==> src/rtl/seg7_pkg.sv <==
// rtl/seg7_pkg.sv - shared segment types, blank pattern and hex-to-segment decode
package seg7_pkg;

    typedef logic [6:0] seg7_t;

    localparam seg7_t SEG_BLANK = 7'h7F;

    // Active-low pattern, bit 6 = segment a down to bit 0 = segment g
    function automatic seg7_t nibble_to_seg(input logic [3:0] nib);
        seg7_t seg;
        case (nib)
            4'h0:    seg = 7'h01;
            4'h1:    seg = 7'h4F;
            4'h2:    seg = 7'h12;
            4'h3:    seg = 7'h06;
            4'h4:    seg = 7'h4C;
            4'h5:    seg = 7'h24;
            4'h6:    seg = 7'h20;
            4'h7:    seg = 7'h0F;
            4'h8:    seg = 7'h00;
            4'h9:    seg = 7'h04;
            4'hA:    seg = 7'h08;
            4'hB:    seg = 7'h60;
            4'hC:    seg = 7'h31;
            4'hD:    seg = 7'h42;
            4'hE:    seg = 7'h30;
            default: seg = 7'h38;
        endcase
        return seg;
    endfunction

endpackage

==> src/rtl/seg7_lut.sv <==
// rtl/seg7_lut.sv - combinational nibble to active-low seven-segment pattern
module seg7_lut
    import seg7_pkg::*;
(
    input  logic [3:0] i_nibble,
    output seg7_t      o_seg
);

    assign o_seg = nibble_to_seg(i_nibble);

endmodule

==> src/rtl/seg7_scan_driver.sv <==
// rtl/seg7_scan_driver.sv - multiplexed N-digit common-anode display driver
// Scans one digit per slot with a blanked guard interval; new values land only at frame boundaries.
module seg7_scan_driver
    import seg7_pkg::*;
#(
    parameter int NUM_DIGITS    = 4,
    parameter int REFRESH_DIV   = 50000,
    parameter int GUARD_CYCLES  = 500,
    parameter int BLANK_LEADING = 1
)(
    input  logic                    clk,
    input  logic                    reset,
    input  logic                    enable,
    input  logic                    load,
    input  logic [4*NUM_DIGITS-1:0] value,
    input  logic [NUM_DIGITS-1:0]   dp_en,
    output seg7_t                   seg_n,
    output logic                    dp_n,
    output logic [NUM_DIGITS-1:0]   an_n,
    output logic                    pending
);

    localparam int PW = (REFRESH_DIV > 1) ? $clog2(REFRESH_DIV) : 1;
    localparam int DW = $clog2(NUM_DIGITS);
    localparam logic [PW-1:0] PRE_LAST  = PW'(REFRESH_DIV - 1);
    localparam logic [PW-1:0] PRE_GUARD = PW'(GUARD_CYCLES);
    localparam logic [DW-1:0] DIG_LAST  = DW'(NUM_DIGITS - 1);

    logic [PW-1:0]           r_prescaler;
    logic [DW-1:0]           r_digit_idx;
    logic [4*NUM_DIGITS-1:0] r_disp_val;
    logic [4*NUM_DIGITS-1:0] r_pend_val;
    logic [NUM_DIGITS-1:0]   r_disp_dp;
    logic [NUM_DIGITS-1:0]   r_pend_dp;
    logic                    r_pend_valid;
    seg7_t                   r_seg_n;
    logic                    r_dp_n;
    logic [NUM_DIGITS-1:0]   r_an_n;

    logic                    w_slot_end;
    logic                    w_frame_end;
    logic                    w_active;
    logic [3:0]              w_nibble;
    logic                    w_dp;
    logic                    w_blank;
    logic [NUM_DIGITS-1:0]   w_an_sel;
    seg7_t                   w_lut_seg;

    assign w_slot_end  = enable && (r_prescaler == PRE_LAST);
    assign w_frame_end = w_slot_end && (r_digit_idx == DIG_LAST);
    assign w_active    = enable && (r_prescaler >= PRE_GUARD);

    always_ff @(posedge clk) begin
        if (reset) begin
            r_prescaler <= '0;
            r_digit_idx <= '0;
        end else if (enable) begin
            if (r_prescaler == PRE_LAST) begin
                r_prescaler <= '0;
                r_digit_idx <= (r_digit_idx == DIG_LAST) ? '0 : r_digit_idx + 1'b1;
            end else begin
                r_prescaler <= r_prescaler + 1'b1;
            end
        end
    end

    // A load coinciding with the boundary bypasses the pending stage entirely
    always_ff @(posedge clk) begin
        if (reset) begin
            r_disp_val   <= '0;
            r_disp_dp    <= '0;
            r_pend_val   <= '0;
            r_pend_dp    <= '0;
            r_pend_valid <= 1'b0;
        end else if (w_frame_end) begin
            r_pend_valid <= 1'b0;
            if (load) begin
                r_disp_val <= value;
                r_disp_dp  <= dp_en;
            end else if (r_pend_valid) begin
                r_disp_val <= r_pend_val;
                r_disp_dp  <= r_pend_dp;
            end
        end else if (load) begin
            r_pend_val   <= value;
            r_pend_dp    <= dp_en;
            r_pend_valid <= 1'b1;
        end
    end

    always_comb begin
        logic v_zero_run;
        w_nibble   = 4'h0;
        w_dp       = 1'b0;
        w_blank    = 1'b0;
        w_an_sel   = '1;
        v_zero_run = 1'b1;
        for (int k = NUM_DIGITS - 1; k >= 0; k--) begin
            v_zero_run = v_zero_run && (r_disp_val[4*k +: 4] == 4'h0);
            if (r_digit_idx == DW'(k)) begin
                w_nibble    = r_disp_val[4*k +: 4];
                w_dp        = r_disp_dp[k];
                w_an_sel[k] = 1'b0;
                w_blank     = (BLANK_LEADING != 0) && (k != 0) && v_zero_run;
            end
        end
    end

    seg7_lut u_lut (
        .i_nibble (w_nibble),
        .o_seg    (w_lut_seg)
    );

    always_ff @(posedge clk) begin
        if (reset) begin
            r_seg_n <= SEG_BLANK;
            r_dp_n  <= 1'b1;
            r_an_n  <= '1;
        end else if (w_active) begin
            r_seg_n <= w_blank ? SEG_BLANK : w_lut_seg;
            r_dp_n  <= ~w_dp;
            r_an_n  <= w_an_sel;
        end else begin
            r_seg_n <= SEG_BLANK;
            r_dp_n  <= 1'b1;
            r_an_n  <= '1;
        end
    end

    assign seg_n   = r_seg_n;
    assign dp_n    = r_dp_n;
    assign an_n    = r_an_n;
    assign pending = r_pend_valid;

endmodule
==> config.mk <==
export PLATFORM = sky130hd
export DESIGN_NAME = seg7_scan_driver
export DESIGN_NICKNAME = d
export VERILOG_FILES = /design/src/rtl/seg7_pkg.sv /design/src/rtl/seg7_lut.sv /design/src/rtl/seg7_scan_driver.sv
export SDC_FILE = /design/constraint.sdc
export NUM_CORES = 1
export LEC_CHECK = 0
export CORE_MARGIN = 4
export CORE_UTILIZATION = 25
export DETAILED_ROUTE_END_ITERATION = 12
export PLACE_DENSITY = 0.53
export SLEW_MARGIN = 0
export SYNTH_ARGS = -nofsm -noshare
export SYNTH_HDL_FRONTEND = slang
export SYNTH_HIERARCHICAL = 1
export SYNTH_SLANG_ARGS = --single-unit
==> constraint.sdc <==
create_clock -name clk -period 7.05 [get_ports clk]
set_input_delay 2.115 -clock clk [delete_from_list [all_inputs] [get_ports clk]]
set_output_delay 2.115 -clock clk [all_outputs]
set_load 0.01 [all_outputs]
==> results of run 1 <==
## cells in the mapped netlist, drive strengths merged, types with 8 or more instances
library cell,instances,share of area (%)
dfxtp,71,36
nor2,37,3.5
nand2,35,3.3
a21oi,29,3.7
clkbuf,25,2.4
nand4,25,4.0
nand2b,23,3.6
a311oi,20,7.6
buf,18,4.6
o311ai,18,4.0
ha,13,4.1
nand3,13,1.6
o21ai,11,1.4
a31oi,9,1.4
inv,9,0.86
mux2i,9,2.3
o21a,9,1.7
xnor2,8,1.8
## power by group through the flow
stage,Sequential [mW],Clock (mW),Combinational [mW]
6_report,0.421,0.524,0.0658
3_5_place_dp,0.430,0,0.0664
5_1_grt,0.422,0.554,0.0737
4_1_cts,0.421,0.541,0.0667
3_3_place_gp,0.429,0,0.0657
2_1_floorplan,0.428,0,0.0420
## layer usage
layer | global-route usage [%] | up-vias | share of wire (%)
met5 | 0 | - | 0
met4 | 5.143 | 0 | 1.8
met3 | 2.757 | 10 | 3.9
met2 | 16.59 | 70 | 46
met1 | 14.24 | 1578 | 48
li1 | - | 1642 | -
## state kept, by name, summed over array words and instances, names as in the netlist
name and count:
an_n 4, dp_n 1, pending 1, r_digit_idx 2, r_disp_dp 4, r_disp_val 16
r_pend_dp 4, r_pend_val 16, r_prescaler 16, seg_n 7
## per-stage QoR
step / power, mW / util (%) / std cells / hold slack (ns) / instance area, um2
after floorplan: 0.4702 / - / 440 / 0.4607 / 3949
after global placement: 0.4947 / 28.42 / 651 / 0.4878 / 4352
after detailed placement: 0.4961 / 28.42 / 651 / 0.4811 / 4352
after CTS: 1.028 / 30.67 / 666 / 0.4892 / 4697
after global routing: 1.050 / 30.67 / 666 / 0.5352 / 4697
final: 1.011 / 30.67 / 666 / 0.4892 / 4697
## worst max-delay path, delay by kind of cell
kind,cells,cell delay [ns]
simple gates,4,1.86
buf+inv,2,1.04
## cells by family (layout without fill, tap and decap cells)
family / count (synthesis) / in the layout / share of synthesized area (%)
adders and majority gates: 13 / 13 / 4.119
AOI/OAI and AO/OA: 103 / 103 / 21.26
buffers and inverters: 52 / 67 / 7.889
and+or+nand+nor: 173 / 173 / 23.64
muxes: 14 / 14 / 3.992
xor gates and xnor gates: 14 / 14 / 3.105
DFF: 71 / 71 / 35.99
## worst paths after layout
check	end	slack (ns)	cells after the start
worst max-delay path	r_pend_dp[3]	2.25	6
worst min-delay path	r_prescaler[15]	0.49	2
worst max register to register	r_pend_dp[3]	4.09	6
worst min register to register	r_prescaler[15]	0.49	2
## final cells by class
cell class                 instances  area, um2
clock buffer                      10      239.0
clock inverter                     5      106.4
fill                            1614      10620
inverter                           9      33.78
multi-input combinational        317       2225
timing repair buffer              43      407.9
sequential                        71       1421
tap                              211      264.0
==> run_results.csv, run 1 <==
group,metric,value,unit
logic_synthesis,synth_enable_flop_cells,0,
outcome,outcome,"complete, no violations",
clock_tree,cts_setup_buffers,0,
setup_path,endpoint_kind,"flip-flop",
power,p_clk_share,51.9,%
power,comb_power_share,6.5,%
place,place_ws,1.934,ns
die,io_pins,37,
cells_and_area,layout_commonest_cell,"dfxtp_1",
global_routing,gr-total-overflow,0,
clock_tree,cts_buffer_depth,2,
cells_and_area,synthToLayoutAreaGrowth,18.95,%
drt,drtIter0Drc,208,
global_routing,grt_pass1_wl,15730,um
logic_synthesis,synth-seq-area-share,35.99,%
timing,period_needed,4.796,ns
setup_path,crit_chain,"clkdlybuf4s50_1 -> nand4_1 -> nor4_4 -> buf_4 -> nor3_1 -> or3_1",
global_routing,grt_usage,10.83,%
setup_path,cp.required,7.27,ns
power,p_sw,214.8,uW
logic_synthesis,syn_inst,440,
logic_synthesis,yosys_most_used_dff,"dfxtp_1",
cells_and_area,drive_gt1_share,11.65,%
power,leakage,1.520,nW
global_routing,grt_pass1_vias,3100,
timing,slew_violations,0,
logic_synthesis,ys_seq_elements,71,
logic_synthesis,ys_warn_count,6,
clock_tree,ctsHoldBuffers,0,
drt,ant_nets,0,
drt,via_count,3300,
logic_synthesis,yosysUniqueCellTypes,50,
logic_synthesis,syn_area,3949,um2
worst_hold_path,hold_class,"reg -> reg",
global_routing,grt_max_degree,62,
clock_tree,clock_latency,0.34,ns
die,die_w,133.7,um
place,io_buffers,36,
power,vdd_drop_max,0.1289,mV
clock_tree,clk_pin_slew_worst_paths,0.06,ns
setup_path,crit_slowest_cell,"nor4_4",
setup_path,cp-start-kind,"input pin",
setup_path,setup.worst_path.start,"enable",
drt,routed_via_density,4.955,
die,fp.dieH,133.7,um
cells_and_area,num_antenna_cells,0,
drt,drt_pass1_iterations,4,
place,hpwl,6339,um
timing,clock-skew-final,0.009823,ns
clock_tree,root_buffer,"clkbuf_16",
logic_synthesis,async_reset_ff_share,0,%
timing,setup_violations,0,
setup_path,worstPathArrival,5.02,ns
power,power_density,215.3,nW/um2
logic_synthesis,syn_area_per_cell,8.975,um2
setup_path,r2r-start,"r_prescaler[0]",
clock_tree,clock_sinks,71,
die,core,15310,um2
timing,rsz0062_at_grt,"false",
flow_run,maxCapViolCount,0,
die,rows,45,
setup_path,crit_type,"in -> reg",
drt,drc,0,
timing,final_hold_viol_count,0,
die,die-area,17870,um2
die,initial_core_util,25.78,%
clock_tree,cts_made_buffers,9,
worst_hold_path,hp-start,"r_prescaler[15]",
setup_path,cp_max_fo,24,
place,gp_congestion,0.7537,
timing,fin_setup_tns,0,ns
cells_and_area,layout_common_cells,"dfxtp_1, nor2_1, nand2_1, clkdlybuf4s50_1, a21oi_1",
power,p_seq_share,41.6,%
logic_synthesis,syn-num-nets,477,
power,p_int,796.4,uW
timing,fin_crit_sh,68.03,%
timing,worstMarginPinSlew,1.112,ns
clock_tree,cts_tree,"done",
timing,fin_ws,2.254,ns
power,swShare,21.24,%
cells_and_area,nets,488,
timing,slew_headroom,25.33,%
drt,wl_per_cell,14.19,um
clock_tree,htree_levels,3,
clock_tree,cts_resized,0,
drt,wl,9452,um
setup_path,max_stage_delay,1.02,ns
timing,max_freq,0.2085,GHz
global_routing,antenna_found_initial,0,
No activity file was read; power rests on OpenSTA's default activity.
==> run 2: changes to the inputs <==
PLACE_DENSITY = 0.55   (was 0.53)
clock period = 3.9 ns   (was 7.05 ns; I/O delays follow)
==> run_results.csv, run 2 (synthesized netlist as in run 1, its figures left out) <==
group,metric,value,unit
timing,clock-skew-final,0.01085,ns
clock_tree,clock_sinks,71,
worst_hold_path,hp-start,"r_prescaler[15]",
timing,rsz0062_at_grt,"false",
clock_tree,cts_setup_buffers,0,
drt,drt_pass1_iterations,4,
setup_path,r2r_cells,10,
drt,wl_per_cell,14.30,um
setup_path,crit_type,"in -> reg",
timing,setup_violations,0,
setup_path,max_stage_delay,0.63,ns
drt,drtIter0Drc,268,
cells_and_area,stdcell_count,666,
drt,via_count,3290,
clock_tree,cts_tree,"done",
flow_run,maxCapViolCount,0,
place,dpl.cell_count,652,
power,comb_power_share,7.2,%
timing,fin_ws,0.9106,ns
place,gp_congestion,0.8130,
power,p_clk_share,47.3,%
timing,worstMarginPinSlew,0.8047,ns
global_routing,gr-total-overflow,0,
worst_hold_path,whs_path_depth,2,
setup_path,rrSetupSlack,1.02,ns
global_routing,met3_usage,2.719,%
cells_and_area,drive_gt1_share,10.99,%
cells_and_area,nets,489,
cells_and_area,fillers,1642,
die,initial_core_util,25.78,%
setup_path,r2r-start,"r_digit_idx[0]",
power,swShare,21.98,%
worst_hold_path,hold_class,"reg -> reg",
setup_path,cp-start-kind,"input pin",
power,power_density,360.1,nW/um2
global_routing,grt_usage,10.79,%
global_routing,busiest_layer,"met2",
drt,ant_nets,0,
timing,hold_ws,0.4995,ns
clock_tree,clock_latency,0.34,ns
power,p_seq_share,45.5,%
die,fp.dieH,133.7,um
place,io_buffers,36,
clock_tree,cts_made_buffers,9,
power,p_sw,368.1,uW
timing,fin_crit_sh,76.65,%
setup_path,endpoint_kind,"flip-flop",
clock_tree,cts_resized,0,
global_routing,met2_usage,17.41,%
power,vdd_drop_max,0.1819,mV
die,die_w,133.7,um
setup_path,worstPathArrival,3.23,ns
global_routing,grt_pass1_vias,3133,
global_routing,grt_pass1_wl,15700,um
global_routing,met1_usage,13.64,%
timing,final_hold_viol_count,0,
setup_path,r2r_end,"seg_n[3]",
cells_and_area,num_antenna_cells,0,
drt,routed_via_density,4.940,
drt,wl,9524,um
place,place_ws,0.5710,ns
setup_path,cp.required,4.14,ns
cells_and_area,postLayoutCoreUtil,30.38,%
clock_tree,root_buffer,"clkbuf_16",
outcome,outcome,"complete, no violations",
setup_path,cp_max_fo,51,
setup_path,crit_chain,"clkdlybuf4s50_1 -> nand4_1 -> nor4_4 -> buf_12 -> buf_4 -> a21oi_1 -> a311oi_2",
drt,drc,0,
setup_path,crit_slowest_cell,"clkdlybuf4s50_1",
die,core,15310,um2
cells_and_area,reg_top3,"r_disp_val x16, r_pend_val x16, r_prescaler x16",
cells_and_area,layout_common_cells,"dfxtp_1, nor2_1, nand2_1, clkdlybuf4s50_1, a21oi_1",
die,io_pins,37,
worst_hold_path,holdPathEnd,"r_prescaler[15]",
cells_and_area,layout_commonest_cell,"dfxtp_1",
timing,fin_setup_tns,0,ns
clock_tree,htree_levels,3,
power,p_int,1.307,mW
global_routing,grt_max_degree,66,
timing,period_needed,2.989,ns
timing,slew_headroom,46.29,%
clock_tree,ctsHoldBuffers,0,
timing,slew_violations,0,
die,die-area,17870,um2
power,leakage,1.498,nW
place,hpwl,6560,um
die,rows,45,
timing,max_freq,0.3345,GHz
setup_path,setup.worst_path.start,"enable",
clock_tree,cts_buffer_depth,2,
cells_and_area,synthToLayoutAreaGrowth,17.81,%
clock_tree,clk_pin_slew_worst_paths,0.05,ns
global_routing,antenna_found_initial,0,
==> run 2: cell count changes in the layout (fill, tap and decap cells not counted) <==
cell        delta
clkinv_4       -1
bufinv_16      -2
clkbuf_1       +3
buf_12         +1
clkinvlp_4     -1
==> run 2: layout make-up <==
class                      instances  area, um2  area share, %
multi-input combinational        317       2225          47.82
sequential                        71       1421          30.55
timing repair buffer              44      427.9          9.198
tap                              211      264.0          5.675
clock buffer                      13      250.2          5.379
inverter                           9      33.78         0.7262
clock inverter                     1      30.03         0.6455
==> run 2: worst max-delay path: cells and delay by family <==
kind	cells	cell delay [ns]
AND/OR/NAND/NOR	2	0.52
AO/OA/AOI/OAI	2	0.35
buffers and inverters	3	1.15
==> run 2: worst max-delay path by stage <==
stage,endpoint,slack (ns),depth (start not counted)
2_1_floorplan,r_disp_val[5],1.18,7
3_3_place_gp,r_disp_val[12],0.64,6
3_5_place_dp,r_disp_val[0],0.57,6
4_1_cts,r_disp_val[0],0.92,6
5_1_grt,seg_n[3],0.82,10
6_report,r_disp_val[0],0.91,7
==> run 2: power by group through the flow <==
stage | registers, mW | logic [mW] | clock network (mW)
floorplan | 0.774 | 0.0759 | 0
global placement | 0.775 | 0.118 | 0
detailed placement | 0.777 | 0.121 | 0
CTS | 0.761 | 0.121 | 0.811
global route | 0.765 | 0.132 | 0.842
finish | 0.762 | 0.120 | 0.793
==> run 2: metal layers <==
layer,vias to the layer above,wire length [um]
met3,10,334
li1,1651,-
met5,-,0
met4,0,167
met2,66,4507
met1,1563,4514
==> run 2: per-stage QoR <==
stage                     area (um2)  power, mW
after floorplan                 3949     0.8500
after global placement          4372     0.8930
after detailed placement        4372     0.8978
after CTS                       4652      1.693
after global routing            4652      1.739
final                           4652      1.675
==> run 3: changes to the inputs <==
PLACE_DENSITY = 0.53   (was 0.55)
clock period = 2.8 ns   (was 3.9 ns; I/O delays follow)
==> run_results.csv, run 3 (synthesized netlist as in run 1, its figures left out) <==
group,metric,value,unit
clock_tree,htree_levels,3,
setup_path,cp.required,3.01,ns
clock_tree,cts_buffer_depth,2,
global_routing,busiest_layer,"met2",
drt,drtIter0Drc,204,
setup_path,worstPathArrival,2.75,ns
setup_path,r2r_cells,11,
cells_and_area,synthToLayoutAreaGrowth,20.53,%
global_routing,met3_usage,3.021,%
drt,via_count,3362,
global_routing,antenna_found_initial,0,
die,initial_core_util,25.78,%
worst_hold_path,hp-start,"r_prescaler[15]",
timing,slew_headroom,69.77,%
clock_tree,cts_made_buffers,9,
power,leakage,1.568,nW
timing,setup_violations,0,
cells_and_area,stdcell_count,676,
timing,fin_ws,0.2549,ns
cells_and_area,nets,497,
timing,slew_violations,0,
global_routing,grt_usage,11.00,%
place,gp_congestion,0.7738,
setup_path,cp-start-kind,"flip-flop",
place,place_ws,-0.004973,ns
timing,worstMarginPinSlew,0.4535,ns
die,core,15310,um2
timing,rsz0062_at_grt,"false",
die,fp.dieH,133.7,um
drt,drt_pass1_iterations,4,
power,vdd_drop_max,0.3055,mV
cells_and_area,layout_common_cells,"dfxtp_1, nor2_1, nand2_1, clkdlybuf4s50_1, a21oi_1",
drt,routed_via_density,4.973,
timing,fin_crit_sh,90.90,%
global_routing,grt_pass1_vias,3149,
timing,fin_setup_tns,0,ns
clock_tree,clock_latency,0.34,ns
worst_hold_path,whs_path_depth,2,
global_routing,met2_usage,17.41,%
setup_path,r2r_end,"seg_n[3]",
clock_tree,root_buffer,"clkbuf_16",
global_routing,gr-total-overflow,0,
power,power_density,507.9,nW/um2
cells_and_area,drive_gt1_share,13.55,%
cells_and_area,num_antenna_cells,0,
global_routing,grt_pass1_wl,15940,um
die,die_w,133.7,um
outcome,outcome,"complete, no violations",
place,dpl.cell_count,660,
clock_tree,clock_sinks,71,
clock_tree,clk_pin_slew_worst_paths,0.05,ns
timing,final_hold_viol_count,0,
global_routing,met1_usage,14.03,%
die,die-area,17870,um2
place,io_buffers,36,
timing,hold_ws,0.4963,ns
flow_run,maxCapViolCount,0,
die,io_pins,37,
drt,drc,0,
cells_and_area,design_area,4760,um2
drt,ant_nets,0,
setup_path,crit_type,"reg -> reg",
place,hpwl,6709,um
drt,wl_per_cell,14.37,um
worst_hold_path,hold_class,"reg -> reg",
setup_path,cp_max_fo,7,
cells_and_area,layout_commonest_cell,"dfxtp_1",
place,placed_cell_area,4444,um2
clock_tree,cts_tree,"done",
setup_path,endpoint_kind,"flip-flop",
setup_path,rrSetupSlack,0.25,ns
cells_and_area,postLayoutCoreUtil,31.08,%
cells_and_area,reg_top3,"r_disp_val x16, r_pend_val x16, r_prescaler x16",
timing,period_needed,2.545,ns
power,finalPower,2.418,mW
worst_hold_path,holdPathEnd,"r_prescaler[15]",
timing,max_freq,0.3929,GHz
global_routing,grt_max_degree,66,
setup_path,r2r-start,"r_digit_idx[0]",
die,rows,45,
clock_tree,ctsHoldBuffers,0,
timing,clock-skew-final,0.007667,ns
drt,wl,9717,um
run 3: changes by cell type in the layout (fill, tap and decap cells not counted), sizes merged:
| cell | before | now |
|---|---|---|
| buf | 9 | 17 |
| clkinv | 0 | 2 |
run 3: area by class of cell:
| class | count | area, um2 |
|---|---|---|
| fillers | 1637 | 10560 |
| multi-input cells | 317 | 2228 |
| flip-flops and latches | 71 | 1423 |
| repair buffers | 52 | 500.5 |
| clock buffers | 13 | 270.3 |
| well taps | 211 | 264.0 |
| clock inverters | 3 | 40.04 |
| inverters | 9 | 33.78 |
run 3: worst max-delay path, cell delays in order, from the launching register on:
cell      delay, ns
dfxtp_2        0.37
inv_1          0.07
ha_1           0.28
buf_4          0.19
a21oi_1        0.14
o21ai_0        0.09
mux2_4         0.33
inv_1          0.15
ha_1           0.15
inv_1          0.04
mux4_2         0.44
nand3b_1       0.16
run 3: worst max-delay path by stage:
stage | startpoint | end | slack [ns]
2_1_floorplan | r_digit_idx[0] | seg_n[3] | 0.26
3_3_place_gp | enable | r_disp_dp[0] | 0.02
3_5_place_dp | enable | r_disp_val[10] | -0.005
4_1_cts | r_digit_idx[0] | seg_n[3] | 0.13
5_1_grt | r_digit_idx[0] | seg_n[3] | 0.09
6_report | r_digit_idx[0] | seg_n[3] | 0.25
run 3: repair_timing:
item | CTS | global route
setup buffers | 0 | 0
endpoints found under the setup margin | 0 | 1
resized for setup | 0 | 2
run 3: routing by layer:
metal / share of wire (%) / vias to the layer above / wire length (um)
li1: - / 1668 / -
met1: 47 / 1618 / 4569
met2: 47 / 67 / 4593
met3: 4.1 / 9 / 403
met4: 1.5 / 0 / 150
met5: 0 / - / 0
run 3: report_power, final:
part | switching, mW | internal [mW] | total, mW
clock network | 0.423 | 0.759 | 1.18
logic | 0.0961 | 0.0776 | 0.174
registers | 0.0186 | 1.04 | 1.06
